[config.mk]
export PLATFORM = sky130hd
export DESIGN_NAME = keygen_mul_pipe
export DESIGN_NICKNAME = d
export VERILOG_FILES = /design/src/rtl/keygen_mul_pipe.sv
export SDC_FILE = /design/constraint.sdc
export NUM_CORES = 1
export LEC_CHECK = 0
export BUFFER_PORTS_ARGS = -buffer_cell sky130_fd_sc_hd__buf_4
export CAP_MARGIN = 20
export CORE_ASPECT_RATIO = 1.25
export CORE_MARGIN = 2
export CORE_UTILIZATION = 60
export CTS_BUF_LIST = sky130_fd_sc_hd__clkbuf_8 sky130_fd_sc_hd__clkbuf_16
export DETAILED_ROUTE_END_ITERATION = 10
export GPL_ROUTABILITY_DRIVEN = 0
export GPL_TIMING_DRIVEN = 0
export PLACE_DENSITY = 0.79
export SLEW_MARGIN = 15
export SYNTH_ARGS = -nofsm -noshare
export SYNTH_HDL_FRONTEND = slang
export SYNTH_SLANG_ARGS = --single-unit
[constraint.sdc]
create_clock -name clk -period 18 [get_ports clk]
set_input_delay 3.6 -clock clk [delete_from_list [all_inputs] [get_ports clk]]
set_output_delay 3.6 -clock clk [all_outputs]
set_load 0.01 [all_outputs]
[src/rtl/keygen_mul_pipe.sv]
// Elastic valid/ready pipelined multiplier with a sideband tag for the keygen datapath.
// Build option: define KEYGEN_MUL_SATURATE_EN to clamp results to P_WIDTH and enable sat_flag.
module keygen_mul_pipe #(
    parameter int A_WIDTH   = 17,
    parameter int B_WIDTH   = 16,
    parameter int P_WIDTH   = 32,
    parameter int A_SIGNED  = 1,
    parameter int B_SIGNED  = 0,
    parameter int NUM_STAGE = 4,
    parameter int TAG_WIDTH = 8
) (
    input  logic                 clk,
    input  logic                 reset,
    input  logic                 in_valid,
    output logic                 in_ready,
    input  logic [A_WIDTH-1:0]   din0,
    input  logic [B_WIDTH-1:0]   din1,
    input  logic [TAG_WIDTH-1:0] tag_in,
    output logic                 out_valid,
    input  logic                 out_ready,
    output logic [P_WIDTH-1:0]   dout,
    output logic [TAG_WIDTH-1:0] tag_out,
    input  logic                 sat_clr,
    output logic                 sat_flag
);

    localparam int FULL_WIDTH = A_WIDTH + B_WIDTH;
    localparam int LAST       = NUM_STAGE - 1;
    localparam bit A_SGN      = (A_SIGNED != 0);
    localparam bit B_SGN      = (B_SIGNED != 0);

    logic [NUM_STAGE-1:0]  v;
    logic [NUM_STAGE-1:0]  rdy;
    logic [NUM_STAGE-1:0]  v_src;
    logic [A_WIDTH-1:0]    a_q;
    logic [B_WIDTH-1:0]    b_q;
    logic [TAG_WIDTH-1:0]  tag_q [NUM_STAGE-1];
    logic [FULL_WIDTH-1:0] a_ext;
    logic [FULL_WIDTH-1:0] b_ext;
    logic [FULL_WIDTH-1:0] mul_full;
    logic [FULL_WIDTH-1:0] prod_last;
    logic [P_WIDTH-1:0]    res_d;

    // A stage is ready when it is empty or every stage after it can advance.
    always_comb begin
        logic acc;
        rdy = '0;
        acc = out_ready;
        for (int k = NUM_STAGE - 1; k >= 0; k--) begin
            acc    = acc | !v[k];
            rdy[k] = acc;
        end
    end

    assign in_ready  = rdy[0];
    assign out_valid = v[LAST];
    assign v_src     = {v[NUM_STAGE-2:0], in_valid};

    // NOTE: state registers use non-blocking assignment so every stage samples pre-edge values.
    always_ff @(posedge clk or negedge reset) begin
        if (!reset) begin
            v <= '0;
        end else begin
            v <= (rdy & v_src) | (~rdy & v);
        end
    end

    // Extending both operands to the full width keeps the low FULL_WIDTH bits of the
    // modular product exact for every signedness mix.
    assign a_ext    = A_SGN ? {{B_WIDTH{a_q[A_WIDTH-1]}}, a_q} : {{B_WIDTH{1'b0}}, a_q};
    assign b_ext    = B_SGN ? {{A_WIDTH{b_q[B_WIDTH-1]}}, b_q} : {{A_WIDTH{1'b0}}, b_q};
    assign mul_full = a_ext * b_ext;

    // NOTE: interior data registers carry no reset; their content is ignored while v is 0.
    always_ff @(posedge clk) begin
        if (rdy[0]) begin
            a_q      <= din0;
            b_q      <= din1;
            tag_q[0] <= tag_in;
        end
        for (int k = 1; k < NUM_STAGE - 1; k++) begin
            if (rdy[k]) tag_q[k] <= tag_q[k-1];
        end
    end

    if (NUM_STAGE > 2) begin : g_prod
        logic [FULL_WIDTH-1:0] pq [NUM_STAGE-2];

        always_ff @(posedge clk) begin
            if (rdy[1]) pq[0] <= mul_full;
            for (int j = 1; j < NUM_STAGE - 2; j++) begin
                if (rdy[j+1]) pq[j] <= pq[j-1];
            end
        end

        assign prod_last = pq[NUM_STAGE-3];
    end else begin : g_no_prod
        assign prod_last = mul_full;
    end

`ifdef KEYGEN_MUL_SATURATE_EN
    localparam bit RES_SIGNED = A_SGN || B_SGN;

    logic fits;
    logic sat_d;
    logic sat_q;

    always_comb begin
        res_d = prod_last[P_WIDTH-1:0];
        fits  = 1'b1;
        sat_d = 1'b0;
        if (RES_SIGNED) begin
            // In range when all bits from the result sign bit upward agree.
            fits = ((prod_last >> (P_WIDTH - 1)) == '0) ||
                   ((prod_last >> (P_WIDTH - 1)) == ({FULL_WIDTH{1'b1}} >> (P_WIDTH - 1)));
            if (!fits) begin
                res_d = prod_last[FULL_WIDTH-1] ? {1'b1, {(P_WIDTH-1){1'b0}}}
                                                : {1'b0, {(P_WIDTH-1){1'b1}}};
            end
        end else begin
            fits = ((prod_last >> P_WIDTH) == '0);
            if (!fits) res_d = '1;
        end
        sat_d = !fits;
    end

    always_ff @(posedge clk or negedge reset) begin
        if (!reset) begin
            sat_q    <= 1'b0;
            sat_flag <= 1'b0;
        end else begin
            if (rdy[LAST]) sat_q <= sat_d;
            if (out_valid && out_ready && sat_q) sat_flag <= 1'b1;
            else if (sat_clr)                    sat_flag <= 1'b0;
        end
    end
`else
    logic unused_bits;

    assign res_d       = prod_last[P_WIDTH-1:0];
    assign sat_flag    = 1'b0;
    assign unused_bits = ^{sat_clr, prod_last};
`endif

    always_ff @(posedge clk or negedge reset) begin
        if (!reset) begin
            dout    <= '0;
            tag_out <= '0;
        end else if (rdy[LAST]) begin
            dout    <= res_d;
            tag_out <= tag_q[LAST-1];
        end
    end

endmodule

==> metrics.txt <==
# TYPE chip_impl_metric gauge
chip_impl_info{name="run_status",value="finished clean"} 1
chip_impl_metric{name="final_stage_net_count",unit=""} 1999
chip_impl_metric{name="fmax",unit="GHz"} 0.1138
chip_impl_metric{name="final_worst_path_period_share",unit="%"} 48.81
chip_impl_metric{name="fin_tns_setup",unit="ns"} 0
chip_impl_metric{name="dr.first_iter.drc_count",unit=""} 775
chip_impl_metric{name="clock_skew",unit="ns"} 0.01383
chip_impl_metric{name="die_height",unit="µm"} 184.3
chip_impl_metric{name="hpwlAfterDp",unit="µm"} 26650
chip_impl_metric{name="cts_buffers",unit=""} 17
chip_impl_metric{name="rows",unit=""} 66
chip_impl_metric{name="port_buffers",unit=""} 86
chip_impl_info{name="tritoncts",value="yes"} 1
chip_impl_metric{name="cts_post_setup_buffers_inserted",unit=""} 0
chip_impl_metric{name="routed_wirelength",unit="µm"} 32800
chip_impl_metric{name="dieArea",unit="µm²"} 27330
chip_impl_info{name="slowest_stage_cell_on_the_critical_path",value="sky130_fd_sc_hd__nand4_1"} 1
chip_impl_info{name="min-delay-path-class",value="reg -> reg"} 1
chip_impl_info{name="crit_family",value="buffers and inverters"} 1
chip_impl_metric{name="count_of_antenna_violating_nets_left_after_detailed_routing",unit=""} 0
chip_impl_metric{name="finalInstanceArea",unit="µm²"} 17350
chip_impl_metric{name="num_vias",unit=""} 10350
chip_impl_metric{name="share_of_post_route_cells_with_drive_strength_above_1",unit="%"} 7.978
chip_impl_metric{name="num_io_pins",unit=""} 89
chip_impl_metric{name="clk_transition_reported_paths",unit="ns"} 0.06
chip_impl_metric{name="initial_standard_cell_utilization_of_the_core",unit="%"} 60.59
chip_impl_metric{name="worst_skew_pair.late_latency",unit="ns"} 0.44
chip_impl_metric{name="max-clock-path-buffers",unit=""} 2
chip_impl_metric{name="timing_max_transition_violations_final",unit=""} 0
chip_impl_metric{name="detail_route.drc_violations",unit=""} 0
chip_impl_metric{name="area.growth.synth_to_final",unit="%"} 11.16
chip_impl_metric{name="post_cts_resized",unit=""} 0
chip_impl_metric{name="synth_seq_area_share",unit="%"} 30.33
chip_impl_metric{name="first_global_vias",unit=""} 11110
chip_impl_metric{name="setup_violations",unit=""} 0
chip_impl_metric{name="finalWorstPathRequiredPeriod",unit="ns"} 8.786
chip_impl_metric{name="synth-edff-count",unit=""} 121
chip_impl_metric{name="async_reset_ff_share",unit="%"} 26.67
chip_impl_metric{name="syn_inst",unit=""} 1494
chip_impl_metric{name="core_area",unit="µm²"} 25760
chip_impl_metric{name="post_synth_num_cell_types",unit=""} 49
chip_impl_info{name="timing.critical_path.mode_cell",value="sky130_fd_sc_hd__buf_4"} 1
chip_impl_metric{name="placement.cell_area",unit="µm²"} 16780
chip_impl_metric{name="maxSlewHeadroom",unit="%"} 51.32
chip_impl_metric{name="width_of_the_die",unit="µm"} 148.3
chip_impl_metric{name="hold_buffers",unit=""} 0
chip_impl_info{name="setup.worst_path.start_class",value="input pin"} 1
chip_impl_metric{name="critPathRequiredTime",unit="ns"} 14.40
chip_impl_metric{name="gr-total-overflow",unit=""} 0
chip_impl_info{name="commonest_non_fill_non_tap_cell_in_the_layout",value="sky130_fd_sc_hd__inv_1"} 1
chip_impl_metric{name="worst_path_bufs_invs",unit=""} 4
chip_impl_metric{name="grt_max_degree",unit=""} 45
chip_impl_metric{name="finalHoldViolations",unit=""} 0
chip_impl_info{name="synth-main-ff-cell",value="sky130_fd_sc_hd__edfxtp_1"} 1
chip_impl_metric{name="htreeDepth",unit=""} 4
chip_impl_metric{name="drt_pre_antenna_iters",unit=""} 5
chip_impl_metric{name="crit_fanout",unit=""} 9
chip_impl_info{name="crit_path_end_kind",value="output port"} 1
chip_impl_metric{name="route.detailed.wl_per_inst",unit="µm"} 16.76
chip_impl_metric{name="postSynthRegisterBits",unit=""} 165
chip_impl_metric{name="grt_pass1_wl",unit="µm"} 54480
chip_impl_metric{name="mappedNetlistNets",unit=""} 1889
chip_impl_metric{name="worstPathArrival",unit="ns"} 5.19
chip_impl_info{name="critical_path_class",value="in -> out"} 1
chip_impl_info{name="grt_setup_unrepaired",value="no"} 1
chip_impl_info{name="root_buffer_cell",value="sky130_fd_sc_hd__clkbuf_16"} 1
chip_impl_metric{name="clkSinkCount",unit=""} 165
chip_impl_metric{name="cp_max_stage_delay",unit="ns"} 0.51
chip_impl_metric{name="yosysWarnings",unit=""} 0
chip_impl_metric{name="synth_area",unit="µm²"} 15610
chip_impl_info{name="path_cells",value="buf_4, nor2b_1, clkbuf_1, nand4_1, buf_8, buf_4"} 1
chip_impl_metric{name="worst_pin_slew",unit="ns"} 0.7301
chip_impl_metric{name="insertedDiodeCount",unit=""} 0
chip_impl_metric{name="drt-vias-per-instance",unit=""} 5.287
chip_impl_metric{name="synthesis.area_per_instance",unit="µm²"} 10.45
chip_impl_metric{name="grt_antenna_before_repair",unit=""} 0
chip_impl_metric{name="maxCapViolCount",unit=""} 0
chip_impl_info{name="most_frequent_cells_in_the_layout",value="sky130_fd_sc_hd__inv_1, sky130_fd_sc_hd__nand2_1, sky130_fd_sc_hd__fa_1, sky130_fd_sc_hd__and2_1, sky130_fd_sc_hd__edfxtp_1"} 1
chip_impl_metric{name="grt_util_all_layers",unit="%"} 26.07
registers in the layout (all words and copies together), names as in the netlist, named ones only:
signal     count
dout          32
tag_q         24
a_q           17
b_q           16
g_prod.pq     64
tag_out        8
stage by stage:
stage | utilization, % | setup WS, ns | std cells | hold WS (ns)
4_1_cts | 67.35 | 9.181 | 1957 | 0.4129
5_1_grt | 67.35 | 9.116 | 1957 | 0.4188
3_3_place_gp | 64.75 | 7.662 | 1920 | 0.4004
6_report | 67.35 | 9.214 | 1957 | 0.4106
3_5_place_dp | 65.14 | 9.177 | 1925 | 0.4045
2_1_floorplan | - | 9.224 | 1494 | 0.4003
logic make-up (layout without fill, tap and decap cells):
logic type / after synthesis / count (layout) / share of synthesized area (%)
AOI/OAI and AO/OA: 74 / 74 / 3.070
xor gates and xnor gates: 35 / 35 / 1.964
adders and majority gates: 349 / 349 / 40.81
buffers and inverters: 399 / 522 / 9.618
DFF: 165 / 165 / 30.33
muxes: 2 / 2 / 0.1282
other: 1 / 1 / 0.02402
and+or+nand+nor: 469 / 469 / 14.06
final cells by class:
class | instances | area [µm²]
plain buffers | 49 | 187.7
clock buffers | 20 | 478.0
clock inverters | 12 | 92.59
fillers | 1924 | 8412
inverters | 350 | 1314
multi-input cells | 930 | 9383
flip-flops and latches | 165 | 4735
well taps | 340 | 425.4
repair buffers | 91 | 738.2
Yosys cell counts, types with 2 or more instances:
cell | instances | area share [%]
sky130_fd_sc_hd__fa_1 | 267 | 34
sky130_fd_sc_hd__mux2i_1 | 2 | 0.13
sky130_fd_sc_hd__nor2b_1 | 3 | 0.12
sky130_fd_sc_hd__nor4_1 | 3 | 0.12
sky130_fd_sc_hd__dfrtp_1 | 44 | 7.1
sky130_fd_sc_hd__a21oi_1 | 18 | 0.58
sky130_fd_sc_hd__o21ai_1 | 9 | 0.29
sky130_fd_sc_hd__a31oi_1 | 4 | 0.16
sky130_fd_sc_hd__nor3_1 | 7 | 0.22
sky130_fd_sc_hd__and2_1 | 124 | 5.0
sky130_fd_sc_hd__xor2_1 | 12 | 0.67
sky130_fd_sc_hd__a211oi_1 | 4 | 0.19
sky130_fd_sc_hd__edfxtp_1 | 121 | 23
sky130_fd_sc_hd__and3_1 | 3 | 0.12
sky130_fd_sc_hd__nand3_1 | 6 | 0.19
sky130_fd_sc_hd__o31ai_1 | 2 | 0.096
sky130_fd_sc_hd__nor2_1 | 15 | 0.36
sky130_fd_sc_hd__inv_1 | 350 | 8.4
sky130_fd_sc_hd__or3_1 | 3 | 0.12
sky130_fd_sc_hd__clkbuf_1 | 48 | 1.2
sky130_fd_sc_hd__nand4_1 | 3 | 0.12
sky130_fd_sc_hd__a21o_1 | 10 | 0.48
sky130_fd_sc_hd__o21ai_0 | 7 | 0.22
sky130_fd_sc_hd__ha_1 | 82 | 6.6
sky130_fd_sc_hd__nor3b_1 | 2 | 0.096
sky130_fd_sc_hd__o21a_1 | 8 | 0.38
sky130_fd_sc_hd__o21bai_1 | 3 | 0.14
sky130_fd_sc_hd__nand2_1 | 280 | 6.7
sky130_fd_sc_hd__nand2b_1 | 12 | 0.48
sky130_fd_sc_hd__xnor2_1 | 23 | 1.3
worst paths after layout:
kind                                  from               end  slack [ns]  cells past startpoint
max in group asynchronous            reset          dout[21]       14.48                      1
min                        g_prod.pq[0][7]   g_prod.pq[1][7]        0.41                      0
max reg2reg                         b_q[8]  g_prod.pq[0][25]       11.02                     23
min in group asynchronous            reset           dout[1]        3.14                      1
max                              out_ready          in_ready        9.21                      6
min reg2reg                g_prod.pq[0][7]   g_prod.pq[1][7]        0.41                      0
worst reg2reg max path, stage by stage, from the launching register on:
cell and delay [ns]:
sky130_fd_sc_hd__edfxtp_1 0.33, sky130_fd_sc_hd__clkbuf_1 0.46, sky130_fd_sc_hd__clkbuf_1 0.48, sky130_fd_sc_hd__nand2_1 0.17, sky130_fd_sc_hd__fa_1 0.56, sky130_fd_sc_hd__inv_1 0.05, sky130_fd_sc_hd__fa_1 0.50, sky130_fd_sc_hd__inv_1 0.06
sky130_fd_sc_hd__fa_1 0.53, sky130_fd_sc_hd__inv_1 0.05, sky130_fd_sc_hd__fa_1 0.40, sky130_fd_sc_hd__fa_1 0.52, sky130_fd_sc_hd__inv_1 0.05, sky130_fd_sc_hd__fa_1 0.47, sky130_fd_sc_hd__inv_1 0.04, sky130_fd_sc_hd__ha_1 0.26
sky130_fd_sc_hd__clkbuf_1 0.30, sky130_fd_sc_hd__a21o_1 0.17, sky130_fd_sc_hd__a211oi_1 0.09, sky130_fd_sc_hd__nand3_1 0.08, sky130_fd_sc_hd__a2bb2oi_1 0.52, sky130_fd_sc_hd__a31oi_1 0.29, sky130_fd_sc_hd__and3b_1 0.23, sky130_fd_sc_hd__a211oi_1 0.19
routing by layer:
metal,vias up,track usage [%],share of wire (%)
met2,464,44.09,49
met3,119,5.965,8.2
met4,0,11.89,4.5
met1,5083,32.12,38
li1,4681,-,-
met5,-,0,0
Power is not shown: default switching activity piles up to over one toggle a cycle in this logic, so the estimate is an artifact.
